[src/rtl/lsu_pkg.sv]
// Shared definitions for the load/store unit: funct3 codes, FSM state type
// and the small access-legality / byte-lane helpers used by the datapath.
package lsu_pkg;

    localparam logic [2:0] F3_B  = 3'd0;
    localparam logic [2:0] F3_H  = 3'd1;
    localparam logic [2:0] F3_W  = 3'd2;
    localparam logic [2:0] F3_BU = 3'd4;
    localparam logic [2:0] F3_HU = 3'd5;

    typedef enum logic [1:0] {
        S_IDLE,
        S_REQ,
        S_WB,
        S_DONE
    } lsu_state_t;

    // Stores only have signed-agnostic widths, so BU/HU codes are illegal there.
    function automatic logic f3_legal(input logic is_store, input logic [2:0] f3);
        if (is_store)
            return (f3 == F3_B) || (f3 == F3_H) || (f3 == F3_W);
        return (f3 == F3_B) || (f3 == F3_H) || (f3 == F3_W) ||
               (f3 == F3_BU) || (f3 == F3_HU);
    endfunction

    function automatic logic misaligned(input logic [2:0] f3, input logic [1:0] lo);
        case (f3[1:0])
            2'd1:    return lo[0];
            2'd2:    return lo != 2'd0;
            default: return 1'b0;
        endcase
    endfunction

    function automatic logic [3:0] lane_strobe(input logic [2:0] f3, input logic [1:0] lo);
        case (f3[1:0])
            2'd0:    return 4'b0001 << lo;
            2'd1:    return lo[1] ? 4'b1100 : 4'b0011;
            default: return 4'b1111;
        endcase
    endfunction

endpackage

[src/rtl/lsu_align.sv]
// Combinational byte-lane logic: store data replication/strobes and
// load lane selection with sign or zero extension.
module lsu_align
    import lsu_pkg::*;
(
    input  logic [2:0]  st_funct3,
    input  logic [1:0]  st_lo,
    input  logic [31:0] st_data,
    output logic [31:0] st_wdata,
    output logic [3:0]  st_wstrb,
    input  logic [2:0]  ld_funct3,
    input  logic [1:0]  ld_lo,
    input  logic [31:0] ld_rdata,
    output logic [31:0] ld_data
);

    logic [31:0] shifted;

    assign st_wstrb = lane_strobe(st_funct3, st_lo);

    // Each byte lane carries the byte, the matching half-word byte, or the word byte.
    generate
        for (genvar gi = 0; gi < 4; gi++) begin : g_lane
            assign st_wdata[8*gi +: 8] =
                (st_funct3[1:0] == 2'd0) ? st_data[7:0] :
                (st_funct3[1:0] == 2'd1) ? st_data[8*(gi%2) +: 8] :
                                           st_data[8*gi +: 8];
        end
    endgenerate

    assign shifted = ld_rdata >> {ld_lo, 3'b000};

    always_comb begin
        ld_data = ld_rdata;
        case (ld_funct3)
            F3_B:    ld_data = {{24{shifted[7]}}, shifted[7:0]};
            F3_BU:   ld_data = {24'd0, shifted[7:0]};
            F3_H:    ld_data = {{16{shifted[15]}}, shifted[15:0]};
            F3_HU:   ld_data = {16'd0, shifted[15:0]};
            default: ld_data = ld_rdata;
        endcase
    end

endmodule

[src/rtl/load_store_unit.sv]
// Multi-cycle load/store stage: one memory access per issue over a req/ack
// bus, with registered bus outputs and a one-cycle register-file writeback.
module load_store_unit
    import lsu_pkg::*;
#(
    parameter int XLEN   = 32,
    parameter int ADDR_W = 32
) (
    input  logic              clk,
    input  logic              rst_n,
    input  logic              start,
    input  logic              is_store,
    input  logic [2:0]        funct3,
    input  logic [XLEN-1:0]   base,
    input  logic [11:0]       offset,
    input  logic [XLEN-1:0]   store_data,
    input  logic [4:0]        dest,
    output logic              busy,
    output logic              done,
    output logic              fault,
    output logic              mem_req,
    output logic              mem_we,
    output logic [ADDR_W-1:0] mem_addr,
    output logic [XLEN-1:0]   mem_wdata,
    output logic [3:0]        mem_wstrb,
    input  logic              mem_ack,
    input  logic [XLEN-1:0]   mem_rdata,
    output logic              rf_we,
    output logic [4:0]        rf_dest,
    output logic [XLEN-1:0]   rf_rd
);

    lsu_state_t        state_reg;
    logic              busy_reg;
    logic              done_reg;
    logic              fault_reg;
    logic              mem_req_reg;
    logic              mem_we_reg;
    logic [ADDR_W-1:0] mem_addr_reg;
    logic [XLEN-1:0]   mem_wdata_reg;
    logic [3:0]        mem_wstrb_reg;
    logic              rf_we_reg;
    logic [4:0]        rf_dest_reg;
    logic [XLEN-1:0]   rf_rd_reg;
    logic              is_store_reg;
    logic [2:0]        funct3_reg;
    logic [1:0]        addr_lo_reg;

    logic [XLEN-1:0]   addr_next;
    logic              reject_next;
    logic [XLEN-1:0]   st_wdata;
    logic [3:0]        st_wstrb;
    logic [XLEN-1:0]   ld_data;

    assign addr_next   = base + {{(XLEN-12){offset[11]}}, offset};
    assign reject_next = !f3_legal(is_store, funct3) || misaligned(funct3, addr_next[1:0]);

    // Store side works on the issuing operands; load side on the latched access.
    lsu_align u_align (
        .st_funct3 (funct3),
        .st_lo     (addr_next[1:0]),
        .st_data   (store_data),
        .st_wdata  (st_wdata),
        .st_wstrb  (st_wstrb),
        .ld_funct3 (funct3_reg),
        .ld_lo     (addr_lo_reg),
        .ld_rdata  (mem_rdata),
        .ld_data   (ld_data)
    );

    always_ff @(posedge clk or negedge rst_n) begin
        if (!rst_n) begin
            state_reg     <= S_IDLE;
            busy_reg      <= 1'b0;
            done_reg      <= 1'b0;
            fault_reg     <= 1'b0;
            mem_req_reg   <= 1'b0;
            mem_we_reg    <= 1'b0;
            mem_addr_reg  <= '0;
            mem_wdata_reg <= '0;
            mem_wstrb_reg <= 4'b0000;
            rf_we_reg     <= 1'b0;
            rf_dest_reg   <= 5'd0;
            rf_rd_reg     <= '0;
            is_store_reg  <= 1'b0;
            funct3_reg    <= 3'd0;
            addr_lo_reg   <= 2'd0;
        end else begin
            done_reg  <= 1'b0;
            fault_reg <= 1'b0;
            rf_we_reg <= 1'b0;
            case (state_reg)
                S_IDLE: begin
                    if (start) begin
                        busy_reg     <= 1'b1;
                        is_store_reg <= is_store;
                        funct3_reg   <= funct3;
                        addr_lo_reg  <= addr_next[1:0];
                        rf_dest_reg  <= dest;
                        if (reject_next) begin
                            state_reg <= S_DONE;
                            done_reg  <= 1'b1;
                            fault_reg <= 1'b1;
                        end else begin
                            state_reg     <= S_REQ;
                            mem_req_reg   <= 1'b1;
                            mem_we_reg    <= is_store;
                            mem_addr_reg  <= addr_next[ADDR_W-1:0];
                            mem_wdata_reg <= st_wdata;
                            mem_wstrb_reg <= is_store ? st_wstrb : 4'b0000;
                        end
                    end
                end
                S_REQ: begin
                    if (mem_ack) begin
                        mem_req_reg <= 1'b0;
                        mem_we_reg  <= 1'b0;
                        done_reg    <= 1'b1;
                        if (is_store_reg) begin
                            state_reg <= S_DONE;
                        end else begin
                            state_reg <= S_WB;
                            rf_rd_reg <= ld_data;
                            // x0 is hardwired zero: complete the load but never write it.
                            rf_we_reg <= (rf_dest_reg != 5'd0);
                        end
                    end
                end
                S_WB, S_DONE: begin
                    state_reg <= S_IDLE;
                    busy_reg  <= 1'b0;
                end
                default: begin
                    state_reg <= S_IDLE;
                    busy_reg  <= 1'b0;
                end
            endcase
        end
    end

    assign busy      = busy_reg;
    assign done      = done_reg;
    assign fault     = fault_reg;
    assign mem_req   = mem_req_reg;
    assign mem_we    = mem_we_reg;
    assign mem_addr  = mem_addr_reg;
    assign mem_wdata = mem_wdata_reg;
    assign mem_wstrb = mem_wstrb_reg;
    assign rf_we     = rf_we_reg;
    assign rf_dest   = rf_dest_reg;
    assign rf_rd     = rf_rd_reg;

endmodule

[config.mk]
export PLATFORM = sky130hd
export DESIGN_NAME = load_store_unit
export DESIGN_NICKNAME = d
export VERILOG_FILES = /design/src/rtl/lsu_pkg.sv /design/src/rtl/lsu_align.sv /design/src/rtl/load_store_unit.sv
export SDC_FILE = /design/constraint.sdc
export NUM_CORES = 1
export LEC_CHECK = 0
export BUFFER_PORTS_ARGS = -buffer_cell sky130_fd_sc_hd__clkbuf_2
export CAP_MARGIN = 5
export CORE_UTILIZATION = 43
export CTS_BUF_LIST = sky130_fd_sc_hd__clkbuf_8
export CTS_CLUSTER_SIZE = 40
export DETAILED_ROUTE_END_ITERATION = 10
export PLACE_DENSITY_LB_ADDON = 0.3
export REMOVE_ABC_BUFFERS = 1
export SLEW_MARGIN = 20
export SYNTH_ARGS = -nofsm -noshare
export SYNTH_HDL_FRONTEND = slang
export SYNTH_SLANG_ARGS = --single-unit
[constraint.sdc]
create_clock -name clk -period 4.68 [get_ports clk]
set_clock_uncertainty 0.2 [all_clocks]
set_input_delay 0.702 -clock clk [delete_from_list [all_inputs] [get_ports clk]]
set_output_delay 0.702 -clock clk [all_outputs]
set_load 0.05 [all_outputs]
### After elaboration in Yosys (flattened, before gate mapping)

Index checks and enable logic that the tools add are counted.

| storage, ports and cells | value |
|---|---|
| input bits | 121 |
| register bits | 119 |
| word-level logic and storage cells | 91 |
| memory bits (writable) | 0 |
| bits in latches | 0 |
| bits in read-only memories | 0 |
| memories kept | 0 |
| output and inout port bits | 111 |

| operators by class | value |
|---|---|
| shift operators | 2 |
| bitwise operators | 2 |
| multiply operators | 0 |
| muxes and demuxes | 35 |
| equality and inequality tests | 15 |
| $add $sub $neg | 1 |
| reduce and logical (&&, ||, !) cells | 21 |
| order comparisons | 0 |
| div/mod/pow operators | 0 |

Operators by type and width:

| operator | count |
|---|---|
| 32-bit one-hot mux with 4 select lines | 1 |
| 8-bit two-way mux | 5 |
| 32-bit adder | 1 |
| 32-bit by 5-bit right shift with 16-bit output | 1 |
| 1-bit two-way mux | 17 |
| 3-bit equality test, second input constant | 4 |
| 1-bit one-hot mux with 2 select lines | 5 |
| 4-bit two-way mux | 2 |
| 4-bit one-hot mux with 2 select lines | 1 |
| 2-bit equality test, second input constant | 3 |
| 3-bit by 1-bit equality test with 1-bit output, second input constant | 2 |
| 3-bit logical NOT | 2 |
| 2-bit two-way mux | 3 |
| 2-bit inequality test, second input constant | 3 |
| 2-bit one-hot mux with 3 select lines | 1 |
| 2-bit AND reduction | 3 |
| 3-bit AND reduction | 2 |
| 2-bit nonzero test | 3 |
| 1-bit logical OR | 5 |
| 5-bit nonzero test | 1 |
| 2-bit by 1-bit equality test with 1-bit output, second input constant | 2 |
| 2-bit logical NOT | 2 |
| 4-bit AND reduction | 1 |
| 1-bit by 2-bit left shift with 4-bit output, first input constant | 1 |
| other kinds (4) | 5 |

### Longest topological paths before layout

| depth | value |
|---|---|
| word-level depth | 11 |
| mapped depth | 11 |
| depth with buffers taken out | 10 |

### Cells and area by module

Synthesis repeated with hierarchy kept, for this count alone.

| unflattened totals | value |
|---|---|
| cells, all modules | 763 |
| area, all modules | 7,393.3 um^2 |

Modules (own cells, without submodules):

| module | seq. area each (um^2) | area each (um^2) | instances | cells each |
|---|---|---|---|---|
| load_store_unit | 2,977.9 | 6,224.7 | 1 | 589 |
| lsu_align | 0.0 | 1,168.6 | 1 | 174 |

### Worst setup path after synthesis

Ideal clock, no wire load.

| path | value |
|---|---|
| kind | input to register |
| from | in offset[0] |
| to | reg mem_addr_reg[23], in the netlist mem_addr[23] |
| slack | 1,800 ps |
| stages on the path | 11 |
| path buffers | 2 |
| setup time | 128 ps |
| data arrival time | 2,552 ps |
| data required time | 4,352 ps |
| path through | ha_1 -> inv_1 -> fa_1 -> o21ai_0 -> nand2_1 -> nand3_1 -> clkbuf_1 -> clkbuf_1 -> nor2_1 -> o21ai_0 -> nand3_1 |

| between the ends | value |
|---|---|
| word-level cells in the longest chain between the ends | 6 |

Ends and longest elaborated chain:

| item | RTL line | text |
|---|---|---|
| start: declaration | load_store_unit.sv:15 | `input logic [11:0] offset,` |
| 32-bit adder (*) | load_store_unit.sv:55 | `assign addr_next = base + {{(XLEN-12){offset[11]}}, offset};` |
| 2-bit nonzero test | lsu_pkg.sv:29 | `2'd2: return lo != 2'd0;` |
| 1-bit one-hot mux with 2 select lines | lsu_pkg.sv:27 | `case (f3[1:0])` |
| 1-bit logical OR | load_store_unit.sv:56 | `assign reject_next = !f3_legal(is_store, funct3) \|\| misaligned(funct3, addr_next[1:0]);` |
| 1-bit inverter (no line) | n/a |  |
| 3-bit AND reduction (no line) | n/a |  |
| end signal: assignment | load_store_unit.sv:108 | `mem_addr_reg <= addr_next[ADDR_W-1:0];` |
| end: declaration | load_store_unit.sv:39 | `logic [ADDR_W-1:0] mem_addr_reg;` |

Every way passes the cells marked *; elsewhere a longest branch is shown, timed or not.
A chain may end at the register's enable or synchronous reset.

### Final worst setup path

| path | value |
|---|---|
| from | in funct3[1] |
| to | reg mem_wdata_reg[8], in the netlist mem_wdata[8] |

| between the ends | value |
|---|---|
| word-level cells in the longest chain between the ends | 10 |
| elaborated cells on any way between the ends | 20 |
| classes of those cells | eq/ne (6); mux (4); bitwise (1); reduce/logical (9) |

Ends and longest elaborated chain:

| item | RTL line | text |
|---|---|---|
| start: declaration | load_store_unit.sv:13 | `input logic [2:0] funct3,` |
| 3-bit by 1-bit equality test with 1-bit output or 3-bit logical NOT (tied branches) | lsu_pkg.sv:21, lsu_pkg.sv:22 |  |
| 1-bit logical OR (2 in series) | lsu_pkg.sv:21, lsu_pkg.sv:22 |  |
| 1-bit logical OR | lsu_pkg.sv:22 | `return (f3 == F3_B) \|\| (f3 == F3_H) \|\| (f3 == F3_W) \|\|` |
| 1-bit logical OR | lsu_pkg.sv:23 | `(f3 == F3_BU) \|\| (f3 == F3_HU);` |
| 1-bit two-way mux | lsu_pkg.sv:22 |  |
| 1-bit logical NOT | load_store_unit.sv:56 |  |
| 1-bit logical OR | load_store_unit.sv:56 |  |
| 1-bit inverter (no line) | n/a |  |
| 3-bit AND reduction (no line) | n/a |  |
| end signal: assignment | load_store_unit.sv:109 | `mem_wdata_reg <= st_wdata;` |
| end: declaration | load_store_unit.sv:40 | `logic [XLEN-1:0] mem_wdata_reg;` |

Parallel ways exist; a longest one is shown, timed or not. The select of a mux whose other input is x is not followed.

==> results.md <==
- Mapped Area: 0.00698 mm2
- Largest net degree at the start of global routing: 67
- Htree depth: 4
- Gate power share: 54.8%
- Area grow syn2layout: 25.1%
- Synth area leader: dfrtp_1
- Inst Count DP: 1226
- Post-CTS Hold Fix Bufs: 0
- CTS Sinks: 119
- FP Rows: 46
- CTS buffer count: 17
- Initial antenna violation count: 0
- PD cells: 708 mW/mm2
- Slew at the pin closest to its max-slew limit: 833 ps
- Critical Path Fanout Max: 66
- Unrepaired setup endpoints after global routing: no
- Max-cap violations: 0
- Avg Cell Area, Syn: 8.62 um2
- Diode count: 0
- Crit path time final: 2940 ps
- VDD IR-drop max: 0.313 mV
- Startpoint Class: primary input
- Fin. Hold Viols: 0
- Sequential Power Share: 30.3%
- R2R setup slack: 2130 ps
- Core Util, Final: 55.0%
- Post-synthesis sequential area ratio: 42.7%
- CTS root buf: clkbuf_8
- CP arrival: 3010 ps
- P_int: 0.00289 W
- Router iterations before antenna repair: 5
- All-Layer GR Usage: 23.2%
- Netlist cell types: 57
- First-pass GRT wire length: 30.2 mm
- Kind of end point of the critical path: flop
- Die Wd: 129 um
- Most frequent cells in the layout: clkbuf_2, nand2_1, dfrtp_1, a21oi_1, o21ai_0
- Final setup violation count: 0
- Worst R2R End: rf_rd[29]
- # IOs: 232
- Worst-Skew Late Latency: 430 ps
- Drt total wl: 19.2 mm
- Net Switching: 0.00329 W
- Global route total overflow: 0
- Synth Instances: 810
- DRC errors left: 0
- Synth top area share: 42.7%
- FF+latch area: 0.00298 mm2
- Max Freq: 341 MHz
- Port-buffer cells: 231
- Routability Congestion: 0.867
- # fillers: 1550
- Switching Fraction: 53.2%
- Placed cell area: 0.00834 mm2
- Routed wire length per instance: 15.3 um
- Setup Buffers After CTS: 0
- Worst rel slew slack: 44.3%
- WS Path Type: in -> reg
- Area contributors post-synth: dfrtp_1, nand2_1, ha_1
- Die Height: 129 um
- Worst min path class: in -> async
- Leading cell type in the layout, fill and taps excluded: clkbuf_2
- Ratio of cells with drive above 1 in the final layout: 27.3%
- NumNets Final: 1185
- Number of flops mapped to enable cells by yosys: 0
- Required @ worst endpoint: 4750 ps
- Yosys reg bits: 119
- Fin Hold WS: 140 ps
- Status: finished, final reports clean
- CTS tree: built
- Post-synth ARST share: 100%
- Fin. max-slew vios: 0
- Initial Util: 43.9%
- Period utilization: 62.7%
- Vias per std cell: 5.30
- Post_cts resized: 0
- R2R cell count: 8
- Footprint of the multi-input gates: 0.00381 mm2
- Hpwl dp: 14.3 mm
- Setup_tns: 0 ps
- Clock-pin slew on the worst setup and hold paths: 60 ps
- Clock power frac: 14.9%
- Ys Warns: 0
- Pleak: 4.43 nW
- Final ANT Viol Nets: 0
- Total Die Area: 0.0167 mm2
- Vias in the first global route: 6097
- Final Instance Count excl. Fillers: 1254
- Commonest register cell after synthesis: dfrtp_1
- R2r startpoint: addr_lo_reg[0]
- Core Region: 0.0159 mm2
- Via count: 6650
- Clk buf depth: 2
- Fin area: 0.00873 mm2
- Drt first-iter violations: 347
==> synth_stat cells, types with 5 or more instances <==
master / instances
a211oi_1: 8
a21o_1: 15
a21oi_1: 80
a22oi_1: 8
and3_1: 11
buf_1: 7
clkbuf_1: 32
dfrtp_1: 119
ha_1: 34
inv_1: 11
mux2_2: 9
mux2i_1: 33
nand2_1: 152
nand2b_1: 8
nand3_1: 14
nand4_1: 10
nor2_1: 66
nor2b_1: 5
nor3_1: 11
o21ai_0: 73
o21ai_1: 12
o22ai_1: 9
or3_1: 5
xnor2_1: 10
xor2_1: 10
==> routing by layer <==
| metal | GRT usage (%) | share of wire, % | wire (um) |
|---|---|---|---|
| met3 | 4.50 | 5.8 | 1120 |
| met5 | 0 | 0 | 0 |
| met1 | 29.5 | 44 | 8510 |
| met2 | 38.7 | 48 | 9210 |
| met4 | 9.48 | 1.6 | 313 |
==> power groups by stage <==
stage / Clock (W) / Combinational (W) / Sequential, W
floorplan: 0 / 0.000937 / 0.00344
global placement: 0 / 0.00337 / 0.00188
detailed placement: 0 / 0.00341 / 0.00188
CTS: 0.000954 / 0.00341 / 0.00187
global route: 0.000995 / 0.00364 / 0.00194
finish: 0.000922 / 0.00339 / 0.00187
==> cell families (layout without fill, tap and decap cells) <==
family / Yosys count / after routing / share of synthesized area (%)
xor+xnor: 20 / 20 / 2.51
mux: 42 / 42 / 6.19
buf+inv: 53 / 281 / 2.90
compound gates: 243 / 243 / 20.5
fa+ha+maj: 35 / 35 / 6.38
simple gates: 298 / 298 / 18.9
flops: 119 / 119 / 42.7
==> critical path, cell delays in order <==
cell,delay (ps)
clkbuf_2,110
inv_1,80
ha_1,600
nor2_1,150
o22ai_1,330
nand3_4,370
buf_4,450
nand2_1,120
o21ai_0,90
==> layout make-up <==
cell class / instances / area share [%]
clock buffer: 23 / 3.63
multi-input combinational: 638 / 43.7
timing repair buffer: 242 / 14.2
sequential: 119 / 34.1
tap: 216 / 3.10
inverter: 11 / 0.473
clock inverter: 5 / 0.831
==> worst max path at each step <==
stage | from | endpoint | slack, ps
after floorplan | funct3[0] | mem_addr[21] | -950
after CTS | funct3[1] | mem_wdata[8] | 1780
after global routing | funct3[1] | mem_wdata[8] | 1500
after detailed placement | funct3[1] | mem_wdata[11] | 1300
final | funct3[1] | mem_wdata[8] | 1740
after global placement | offset[11] | mem_addr[28] | 1370
==> through the flow <==
stage | power, W | setup WS, ps
finish | 0.00618 | 1740
detailed placement | 0.00529 | 1300
global placement | 0.00524 | 1370
CTS | 0.00623 | 1780
floorplan | 0.00438 | -951
global route | 0.00657 | 1500
(Power assumes the default switching activity.)
